**config.mk**
```make
export PLATFORM = sky130hd
export DESIGN_NAME = apb_fifo_ctrl
export DESIGN_NICKNAME = d
export VERILOG_FILES = /design/src/rtl/apb_fifo_ctrl.sv
export SDC_FILE = /design/constraint.sdc
export NUM_CORES = 1
export LEC_CHECK = 0
export ABC_AREA = 1
export BUFFER_PORTS_ARGS = -buffer_cell sky130_fd_sc_hd__clkbuf_2
export CORE_MARGIN = 1.5
export CORE_UTILIZATION = 25
export CTS_CLUSTER_SIZE = 14
export DETAILED_ROUTE_END_ITERATION = 7
export PLACE_DENSITY = 0.49
export RECOVER_POWER = 100
export SETUP_SLACK_MARGIN = 0.2
export SYNTH_ARGS = -nofsm -noshare
export SYNTH_HDL_FRONTEND = slang
export SYNTH_SLANG_ARGS = --single-unit
```
**constraint.sdc**
```tcl
create_clock -name clk -period 3 [get_ports clk]
set_clock_uncertainty 0.1 [all_clocks]
set_input_delay 0.45 -clock clk [delete_from_list [all_inputs] [get_ports clk]]
set_output_delay 0.45 -clock clk [all_outputs]
set_load 0.01 [all_outputs]
```
**src/rtl/apb_fifo_ctrl.sv**
```systemverilog
// APB slave wrapping a FIFO controller around an external single-port-write,
// async-read memory. Every APB transfer takes exactly one wait state:
// IDLE (setup seen) -> ACCESS (side effects happen on the edge leaving it)
// -> DONE (pready=1, prdata/pslverr presented).
module apb_fifo_ctrl #(
  parameter int DW = 32,
  parameter int AW = 8
) (
  input  logic          clk,
  input  logic          rst_n,
  input  logic          psel,
  input  logic          penable,
  input  logic          pwrite,
  input  logic [3:0]    paddr,
  input  logic [DW-1:0] pwdata,
  output logic [DW-1:0] prdata,
  output logic          pready,
  output logic          pslverr,
  output logic [AW-1:0] mem_a1,
  output logic [DW-1:0] mem_wd1,
  output logic          mem_we1,
  output logic [AW-1:0] mem_a2,
  input  logic [DW-1:0] mem_rd2,
  output logic          irq
);

  typedef enum logic [1:0] {IDLE, ACCESS, DONE} state_t;

  typedef enum logic [1:0] {
    REG_DATA   = 2'd0,
    REG_STATUS = 2'd1,
    REG_CTRL   = 2'd2,
    REG_THRESH = 2'd3
  } reg_t;

  localparam logic [AW:0] PTR_ONE = {{AW{1'b0}}, 1'b1};

  state_t        state, state_nxt;
  reg_t          sel;
  logic [AW:0]   wr_ptr, rd_ptr, count, thresh;
  logic          empty, full;
  logic          ovf, udf;
  logic          err_q, err_nxt;
  logic [DW-1:0] prdata_q, rd_val, status;
  logic          irq_q;
  logic          in_access, push_req, pop_req, do_push, do_pop;
  logic          ctrl_wr, flush, sticky_clr;
  logic          addr_unused;

  // Byte-lane bits of the address carry no meaning for word registers.
  assign addr_unused = ^paddr[1:0];

  assign sel   = reg_t'(paddr[3:2]);
  assign count = wr_ptr - rd_ptr;
  assign empty = (wr_ptr == rd_ptr);
  assign full  = (wr_ptr[AW] != rd_ptr[AW]) && (wr_ptr[AW-1:0] == rd_ptr[AW-1:0]);

  assign in_access  = (state == ACCESS);
  assign push_req   = in_access &&  pwrite && (sel == REG_DATA);
  assign pop_req    = in_access && !pwrite && (sel == REG_DATA);
  assign do_push    = push_req && !full;
  assign do_pop     = pop_req  && !empty;
  assign ctrl_wr    = in_access && pwrite && (sel == REG_CTRL);
  assign flush      = ctrl_wr && pwdata[0];
  assign sticky_clr = ctrl_wr && pwdata[1];

  // Transfer state register.
  // NOTE: sequential state uses non-blocking assignments so every flop samples pre-edge values.
  always_ff @(posedge clk or negedge rst_n) begin
    if (!rst_n) state <= IDLE;
    else        state <= state_nxt;
  end

  // Next-state and handshake outputs.
  // NOTE: defaults first so no path through this block leaves a variable unassigned (no latches).
  always_comb begin
    state_nxt = state;
    pready    = 1'b0;
    unique case (state)
      IDLE:    if (psel && !penable) state_nxt = ACCESS;
      ACCESS:  state_nxt = DONE;
      DONE: begin
        pready    = 1'b1;
        state_nxt = IDLE;
      end
      default: state_nxt = IDLE;
    endcase
  end

  // STATUS word assembly.
  always_comb begin
    status       = '0;
    status[AW:0] = count;
    status[16]   = empty;
    status[17]   = full;
    status[18]   = ovf;
    status[19]   = udf;
  end

  // Read data mux and error decode for the transfer sitting in ACCESS.
  always_comb begin
    rd_val  = '0;
    err_nxt = 1'b0;
    unique case (sel)
      REG_DATA: begin
        if (!pwrite && !empty) rd_val = mem_rd2;
        err_nxt = pwrite ? full : empty;
      end
      REG_STATUS: begin
        rd_val  = status;
        err_nxt = pwrite;
      end
      REG_CTRL:   err_nxt = !pwrite;
      REG_THRESH: rd_val[AW:0] = thresh;
      default:    err_nxt = 1'b0;
    endcase
  end

  // FIFO pointers: push advances wr_ptr, pop advances rd_ptr, flush drains.
  always_ff @(posedge clk or negedge rst_n) begin
    if (!rst_n) begin
      wr_ptr <= '0;
      rd_ptr <= '0;
    end else begin
      if (do_push) wr_ptr <= wr_ptr + PTR_ONE;
      if (flush)       rd_ptr <= wr_ptr;
      else if (do_pop) rd_ptr <= rd_ptr + PTR_ONE;
    end
  end

  // Sticky error flags; a set on the same edge as a clear wins.
  always_ff @(posedge clk or negedge rst_n) begin
    if (!rst_n) begin
      ovf <= 1'b0;
      udf <= 1'b0;
    end else begin
      if (push_req && full) ovf <= 1'b1;
      else if (sticky_clr)  ovf <= 1'b0;
      if (pop_req && empty) udf <= 1'b1;
      else if (sticky_clr)  udf <= 1'b0;
    end
  end

  // Threshold register and registered level interrupt.
  always_ff @(posedge clk or negedge rst_n) begin
    if (!rst_n) begin
      thresh <= '0;
      irq_q  <= 1'b0;
    end else begin
      if (in_access && pwrite && (sel == REG_THRESH)) thresh <= pwdata[AW:0];
      irq_q <= (thresh != '0) && (count >= thresh);
    end
  end

  // Response registers captured on the edge leaving ACCESS.
  always_ff @(posedge clk or negedge rst_n) begin
    if (!rst_n) begin
      prdata_q <= '0;
      err_q    <= 1'b0;
    end else if (in_access) begin
      if (!pwrite) prdata_q <= rd_val;
      err_q <= err_nxt;
    end
  end

  assign prdata  = prdata_q;
  assign pslverr = (state == DONE) && err_q;
  assign irq     = irq_q;
  assign mem_we1 = do_push;
  assign mem_wd1 = pwdata;
  assign mem_a1  = wr_ptr[AW-1:0];
  assign mem_a2  = rd_ptr[AW-1:0];

endmodule

```
* Word level (Yosys, flattened, before mapping)
Cells that the tools add are included.
Widths: inputs -> output; s select.
** Storage, ports and cells
- Flip-flop bits (word level) :: 65
- Bits of input ports :: 73
- Output and inout port bits :: 84
- Word-level logic and storage cells :: 64
** Cells by class
- Add/subtract/negate cells :: 3
- Order comparisons :: 1
- Equal/unequal tests :: 9
- Mux-type cells :: 13
- Bitwise gates (word level) :: 1
- Reductions and logical operators :: 28
** Operators with widths (count)
- $pmux 23 s2 :: 1
- $mux 32 :: 1
- $pmux 9 s3 :: 1
- $add 9x1->9 const B :: 2
- $mux 9 :: 2
- $logic_and 1x1->1 :: 17
- $eq 9x9->1 :: 1
- $ge 9x9->1 :: 1
- $reduce_bool 9->1 :: 1
- $sub 9x9->9 :: 1
- $eq 8x8->1 :: 1
- $eq 2x2->1 const B :: 3
- $reduce_bool 2->1 :: 3
- $mux 1 :: 5
- $eq 2x1->1 const B :: 2
- $logic_not 1->1 :: 4
- $logic_not 2->1 :: 2
- $pmux 2 s2 :: 1
- $pmux 1 s3 :: 1
- $mux 2 :: 1
- $ne 2x2->1 const B :: 1
- $reduce_and 2->1 :: 1
- $ne 1x1->1 :: 1
- $not 1->1 :: 1

* Depth between registers and ports, before layout
Gate-level depths: netlist (run 1).
- Depth after elaboration :: 6
- Mapped depth :: 17
- Mapped depth without buffers :: 17

* Worst setup path before layout (run 1)
No wires, ideal clock.
- Kind :: reg2reg
- Start point :: reg wr_ptr[0]
- End point :: reg irq_q (netlist: irq)
- Setup time :: 0.113 ns
- Arrival time :: 2.293 ns
- Required time :: 2.787 ns
- Path slack :: 0.494 ns
- Stages on the path, launching flop included :: 17
- Buffers on the path :: 0
- Period minus slack after synthesis :: 2.506 ns
- Path through :: dfrtp_1 > inv_1 > ha_1 > fa_1 > inv_1 > nand3_1 > nand2_1 > nand2_1 > nand2_1 > nand2_1 > and2_1 > ha_1 > a21oi_1 > o21a_1 > nand4_1 > nand2_1 > inv_1
** On the way
- Cells in the longest elaborated chain, start to end :: 3
** RTL lines
- start, declared :: line 40 : logic [AW:0] wr_ptr, rd_ptr, count, thresh;
- start signal, assigned :: line 125 : if (do_push) wr_ptr <= wr_ptr + PTR_ONE;
- $sub 9x9->9 :: line 54 : assign count = wr_ptr - rd_ptr;
- $ge 9x9->1 :: line 151 : irq_q <= (thresh != '0) && (count >= thresh);
- $logic_and 1x1->1 :: line 151
- end signal, assigned :: line 151
- end, declared :: line 45 : logic irq_q;
Every way passes these cells.
A chain may end at the register's enable or synchronous reset.

* Final worst setup path (run 1)
- Start point :: reg rd_ptr[2]
- End point :: out mem_we1
** On the way
- Cells in the longest elaborated chain, start to end :: 4
** RTL lines
- start, declared :: line 40
- start signal, assigned :: line 126 : if (flush) rd_ptr <= wr_ptr;
- start signal, assigned :: line 127 : else if (do_pop) rd_ptr <= rd_ptr + PTR_ONE;
- $eq 8x8->1 :: line 56 : assign full = (wr_ptr[AW] != rd_ptr[AW]) && (wr_ptr[AW-1:0] == rd_ptr[AW-1:0]);
- $logic_and 1x1->1 :: line 56
- $logic_not 1->1 :: line 61 : assign do_push = push_req && !full;
- $logic_and 1x1->1 :: line 61
- end, declared :: line 21 : output logic mem_we1,
Every way passes these cells.

==> reports/results.ini, run 1 <==
[drt]
drtPass1Iterations = 5
wire_per_inst_um = 13.5
drtIter0Drc = 132
wl_um = 11000
vias = 3570
antenna_left = 0
routed_via_density = 4.36
drc = 0

[critical_path]
crit_fanout = 10
critical-path-max-stage-delay_ns = 0.44
path_cells = inv_1 -> ha_1 -> nand2_1 -> nor2_4 -> nand3_1 -> nand2_4 -> inv_2 -> clkbuf_1
arrival_ns = 2.16
cp_slowest_cell = dfrtp_1
worstSetupPathType = reg2out
end_kind = primary output
crit_path_start_kind = register
worstPathRequired_ns = 2.45

[yosys]
ys_seq_elements = 65
synth_edf_count = 0
ys_types = 38
synth-simple-area-share_pct = 25.3
synth_compound_area_share_pct = 10.4
synth_top_family_by_area = simple AND/OR/NAND/NOR gates
async_flop_share_pct = 100
syn_inst = 526
yosysWarnings = 0
synth_xor_area_share_pct = 3.31
synth.cell_area_mm2 = 0.00419
syn_area_per_cell_um2 = 7.97
syn_nets = 619
synth_mux_area_share_pct = 0
ys.flop_type = dfrtp_1
synth_fa_ha_area_share_pct = 6.15
yosysSeqAreaShare_pct = 38.8

[place]
dp_hpwl_um = 8630
place_area_mm2 = 0.00462
numPortBuffers = 108
gp_congestion = 0.837

[floorplanning]
io_pins = 157
initial_utilization_pct = 25.5
die_h_um = 133
row_count = 47
core-area_mm2 = 0.0165
dieArea_mm2 = 0.0176
die-width_um = 133

[power_and_ir_drop]
power.density_mw_per_mm2 = 850
peakVddDrop_mv = 0.382
power_frac_clock_pct = 26.0
internal_power_mw = 2.44
switching_share_pct = 40.7
p_switching_mw = 1.67
seqPwrFrac_pct = 31.6
power_frac_comb_pct = 42.4
p_leak_nw = 2.45

[sta]
relSlewSlack_pct = -35.0
worstMarginPinSlew_ns = 2.02
period_needed_ns = 2.71
grt_setup_unrepaired = false
hold_viol_final = 0
fin_setup_tns_ns = 0
fin_crit_sh_pct = 90.5
setup_violations = 0
slew_violations = 36
fmax_ghz = 0.368

[clocking]
cts_max_level = 3
cts_hold_buffers = 0
cts_sinks = 65
cts_buffers = 9
clk_latency_ns = 0.34
clk_pin_slew_ns = 0.06
cts_tree = built
clock_path_buffers = 2
clock-root-buffer = clkbuf_16

[layout]
multi_input_area_mm2 = 0.00188
num-fill-cells = 1873
finalNetCount = 687
diodes = 0
seq_area_mm2 = 0.00163
drive_gt1_share_pct = 14.9
syn2layout_area_growth_pct = 15.3
final_cell_area_mm2 = 0.00484

[global_route]
grt_overflow_total = 0
grt_max_degree = 36
antenna_found_initial = 0
grt_usage_pct = 13.1
grt_first_pass_wirelength_um = 18300
grt_pass1_vias = 3684

[outcome]
violations = max-capacitance violations, max-slew violations
status = finished with violations

[min_path]
hp-class = in2reg

[run]
drv_cap = 1

## state kept, by name, indices dropped and copies added (netlist names)
| register | count |
|---|---|
| udf | 1 |
| rd_ptr | 9 |
| ovf | 1 |
| wr_ptr | 9 |
| prdata | 32 |
| state | 2 |
| thresh | 9 |
| irq | 1 |
| err_q | 1 |
## logic make-up (layout without fill, tap and decap cells)
kind of cell / Yosys count / count (layout)
AND/OR/NAND/NOR: 236 / 236
buffers and inverters: 125 / 198
AO/OA/AOI/OAI: 65 / 65
flip-flops: 65 / 65
adder cells (fa/ha/maj): 20 / 20
XOR/XNOR: 15 / 15
## path summary, 6_finish.rpt
path                                        from                     end  slack, ns  depth (start not counted)
max                        rd_ptr[2]$_DFFE_PN0P_                 mem_we1       0.29                          8
min                                      penable    state[0]$_DFFE_PN0P_       0.17                          2
max in group asynchronous                  rst_n  prdata[20]$_DFFE_PN0P_       0.65                          2
max reg2reg                rd_ptr[0]$_DFFE_PN0P_           irq$_DFF_PN0_       0.33                         15
min in group asynchronous                  rst_n   rd_ptr[7]$_DFFE_PN0P_       0.59                          1
min reg2reg                 state[0]$_DFFE_PN0P_    state[0]$_DFFE_PN0P_       0.36                          1
## worst max-delay path: cells and delay by family, from the launching register on
kind,cells,cell delay (ns)
buf+inv,3,0.35
fa+ha+maj,1,0.38
simple gates,4,0.65
flops,1,0.44
## stage by stage
step,util (%),setup WS (ns),instances,hold slack (ns),total power [mW]
after floorplan,-,0.494,526,0.0544,2.58
after global placement,28.1,0.260,802,0.362,2.99
after detailed placement,28.1,0.206,802,0.369,3.04
after CTS,29.9,0.205,819,0.150,4.16
after global routing,29.4,0.155,819,0.152,4.46
final,29.4,0.286,819,0.169,4.11
## layout make-up
| type | count | share of cell area (%) |
|---|---|---|
| well taps | 220 | 5.69 |
| repair buffers | 112 | 10.2 |
| flip-flops and latches | 65 | 33.6 |
| clock inverters | 7 | 1.60 |
| inverters | 70 | 5.43 |
| multi-input cells | 336 | 38.8 |
| clock buffers | 9 | 4.66 |
## cell usage after synthesis (2+ instances only)
cell      number  area, um^2
nor2_1        22        82.6
nor2_4         3        33.8
nand3b_1       3        22.5
and2_1         6        37.5
o22ai_1        4        25.0
nor2_2         4        25.0
o21ai_1        4        20.0
inv_2          4        15.0
xor2_1        13         114
o211ai_1       6        45.0
o32ai_1        2        17.5
a22o_1        19         166
nand2_1      145         544
ha_1          19         238
buf_8          2        30.0
clkbuf_1       3        11.3
nand3_1       29         145
nand2_4        2        22.5
nand4_1        6        37.5
o22a_1         2        17.5
buf_4         48         360
a21oi_1        8        40.0
dfrtp_1       65        1630
nand2_2        7        43.8
nor4_1         3        18.8
o21ai_0       19        95.1
nor3_1         3        15.0
inv_1         65         244
## power groups by stage
stage                     clock network [mW]  registers, mW  logic, mW
after floorplan                            0           1.30       1.28
after global placement                     0           1.32       1.68
after detailed placement                   0           1.32       1.72
after CTS                               1.11           1.30       1.75
after global routing                    1.15           1.34       1.97
final                                   1.07           1.30       1.74
## cell usage in the layout (no fill, tap or decap), drive strengths merged, types with 13 or more instances in the layout
cell type  count
nand2        154
clkbuf       119
inv           72
dfrtp         65
nand3         30
nor2          29
o21ai         23
a22o          19
ha            19
xor2          13
## routing by layer
metal  vias to the layer above  share of wire, %  global-route usage, %
li1                       1787                 -                      -
met1                      1669                49                   17.4
met2                        98                44                   20.2
met3                        16               6.2                   4.64
met4                         0              0.78                   3.54
met5                         -                 0                      0
## timing repair
item                                    CTS  global route
endpoints found under the setup margin    1             2
gates resized for setup                   0            12
setup buffers                             1             0
pin swaps                                 0             0
Power figures use the tool's default switching activity.
==> run 2: changes to the inputs <==
--- a/config.mk
+++ b/config.mk
@@ -11,6 +11,7 @@
 export CORE_UTILIZATION = 25
 export CTS_CLUSTER_SIZE = 14
 export DETAILED_ROUTE_END_ITERATION = 7
+export GPL_TIMING_DRIVEN = 0
 export PLACE_DENSITY = 0.49
 export RECOVER_POWER = 100
 export SETUP_SLACK_MARGIN = 0.2
==> run 2 against run 1 <==
The run still ends with max-capacitance violations, max-slew violations left. Sequential share of layout area fell by 3.2 points. Count of clock-buffer cells in the layout did not move. Sequential power barely moved. Combinational power rose by 8%. Critical path depth rose by 7. Highest routed layer unchanged. Core utilization rose by 3.1 points. Via count rose by 8.5%.
==> reports/results.ini, run 2 (synthesis gave the netlist of run 1 again) <==
[sta]
worstMarginPinSlew_ns = 1.64
period_needed_ns = 2.68
relSlewSlack_pct = -9.05
fin_crit_sh_pct = 89.5
grt_setup_unrepaired = true
setup_violations = 0
fin_setup_tns_ns = 0
slew_violations = 64
fmax_ghz = 0.373
hold_viol_final = 0

[layout]
seq_area_mm2 = 0.00163
largest_reg_flops = 32
mostFrequentLayoutCell = nand2_1
final_util_pct = 32.5
diodes = 0
drive_gt1_share_pct = 22.3
final_cell_mix = nand2_1, clkbuf_1, inv_1, dfrtp_1, clkbuf_2
num-fill-cells = 1869
multi_input_area_mm2 = 0.00187
syn2layout_area_growth_pct = 27.6
finalNetCount = 765

[critical_path]
crit_fanout = 6
r2r_cells = 15
end_kind = register
worstSetupPathType = reg2reg
arrival_ns = 2.82
r2r_start = rd_ptr[0]$_DFFE_PN0P_
reg2reg_slack_ns = 0.32
crit_path_start_kind = register
rr_endpoint = irq$_DFF_PN0_
worstPathRequired_ns = 3.14

[power_and_ir_drop]
power_frac_comb_pct = 43.2
peakVddDrop_mv = 0.339
seqPwrFrac_pct = 30.1
p_leak_nw = 2.76
power_frac_clock_pct = 26.7
internal_power_mw = 2.63
power.density_mw_per_mm2 = 812
switching_share_pct = 39.4
p_switching_mw = 1.71

[drt]
wire_per_inst_um = 12.9
vias = 3872
drtPass1Iterations = 4
antenna_left = 0
routed_via_density = 4.32
wl_um = 11600
routed-wl-met2_um = 5310
routed.top_layer = met4
drtIter0Drc = 175
routedLengthMet1_um = 5520
met3_length_um = 679
drc = 0

[clocking]
cts_sinks = 65
cts_max_level = 3
cts_buffers = 9
clk_latency_ns = 0.34
clock_path_buffers = 2
clock-root-buffer = clkbuf_16
cts_tree = built
clk_pin_slew_ns = 0.06

[place]
gp_congestion = 0.840
dp_hpwl_um = 9110
numPortBuffers = 131

[floorplanning]
row_count = 47
core-area_mm2 = 0.0165
initial_utilization_pct = 25.5
die_h_um = 133
die-width_um = 133
io_pins = 157
dieArea_mm2 = 0.0176

[min_path]
min_path_cells = 2
hold_end = state[0]$_DFFE_PN0P_
hp-class = in2reg
hold_start = penable

[run]
drv_cap = 1

[global_route]
grt_max_degree = 64
grt_first_pass_wirelength_um = 19000
grt_usage_pct = 13.4
grt_overflow_total = 0
grt_pass1_vias = 3850
antenna_found_initial = 0

[outcome]
status = finished with violations
violations = max-capacitance violations, max-slew violations

[run 2: changes by cell type in the layout (fill, tap and decap cells not counted), moves of 10 or more]
cell      previous run  this run
buf_4                2        40
clkbuf_1            59        76
clkbuf_2            51        62
clkbuf_4             0        10
[run 2: how the worst max path moves through the flow]
stage                     startpoint            end  slack (ns)  cells past startpoint
2_1_floorplan  wr_ptr[0]$_DFFE_PN0P_  irq$_DFF_PN0_        0.49                     16
5_1_grt        rd_ptr[6]$_DFFE_PN0P_  irq$_DFF_PN0_        0.11                     14
3_3_place_gp   wr_ptr[0]$_DFFE_PN0P_  irq$_DFF_PN0_        0.15                     16
4_1_cts        wr_ptr[0]$_DFFE_PN0P_  irq$_DFF_PN0_        0.21                     16
6_report       rd_ptr[0]$_DFFE_PN0P_  irq$_DFF_PN0_        0.32                     15
3_5_place_dp   wr_ptr[0]$_DFFE_PN0P_  irq$_DFF_PN0_        0.11                     16
[run 2: what timing repair did]
action | in CTS | in global routing
hold buffers | 1 | 0
endpoints found under the setup margin | 2 | 2
pin swaps | 0 | 2
gates resized for setup | 2 | 9
endpoints found under the hold margin | 2 | 0
setup buffers | 1 | 1
[run 2: stage by stage]
stage | power, mW | setup WS (ns) | hold WS, ns | cells | cell area (um^2)
3_5_place_dp | 3.20 | 0.108 | 0.186 | 878 | 5150
5_1_grt | 4.70 | 0.112 | 0.147 | 897 | 5350
3_3_place_gp | 3.15 | 0.151 | 0.363 | 877 | 5120
6_report | 4.34 | 0.316 | 0.157 | 897 | 5350
4_1_cts | 4.41 | 0.212 | 0.140 | 896 | 5510
2_1_floorplan | 2.58 | 0.494 | 0.0544 | 526 | 4190
[run 2: routing by layer]
metal,GRT usage (%),vias to the layer above
met5,0,-
met4,3.30,0
met3,4.02,7
met2,21.5,114
met1,17.7,1807
li1,-,1944
[run 2: power by group through the flow]
| stage | clock network [mW] | logic (mW) | registers (mW) |
|---|---|---|---|
| after floorplan | 0 | 1.28 | 1.30 |
| after global placement | 0 | 1.82 | 1.32 |
| after detailed placement | 0 | 1.87 | 1.33 |
| after CTS | 1.20 | 1.90 | 1.31 |
| after global routing | 1.24 | 2.12 | 1.34 |
| final | 1.16 | 1.88 | 1.31 |
[run 2: cell type report]
type | count | area share [%]
clock inverters | 7 | 1.89
inverters | 70 | 4.96
plain buffers | 55 | 7.29
multi-input cells | 336 | 35.0
clock buffers | 9 | 4.21
well taps | 220 | 5.14
repair buffers | 135 | 11.1
flip-flops and latches | 65 | 30.4
[run 2: critical path, stage by stage (launching register included)]
cell	delay [ns]
dfrtp_1	0.46
ha_2	0.23
fa_2	0.36
inv_1	0.06
nand3_1	0.09
nand2_2	0.11
nand2_1	0.07
nand2_1	0.06
nand2_1	0.06
and2_0	0.16
ha_1	0.32
a21oi_1	0.14
o21a_1	0.14
nand4_1	0.12
nand2_1	0.08
inv_1	0.03
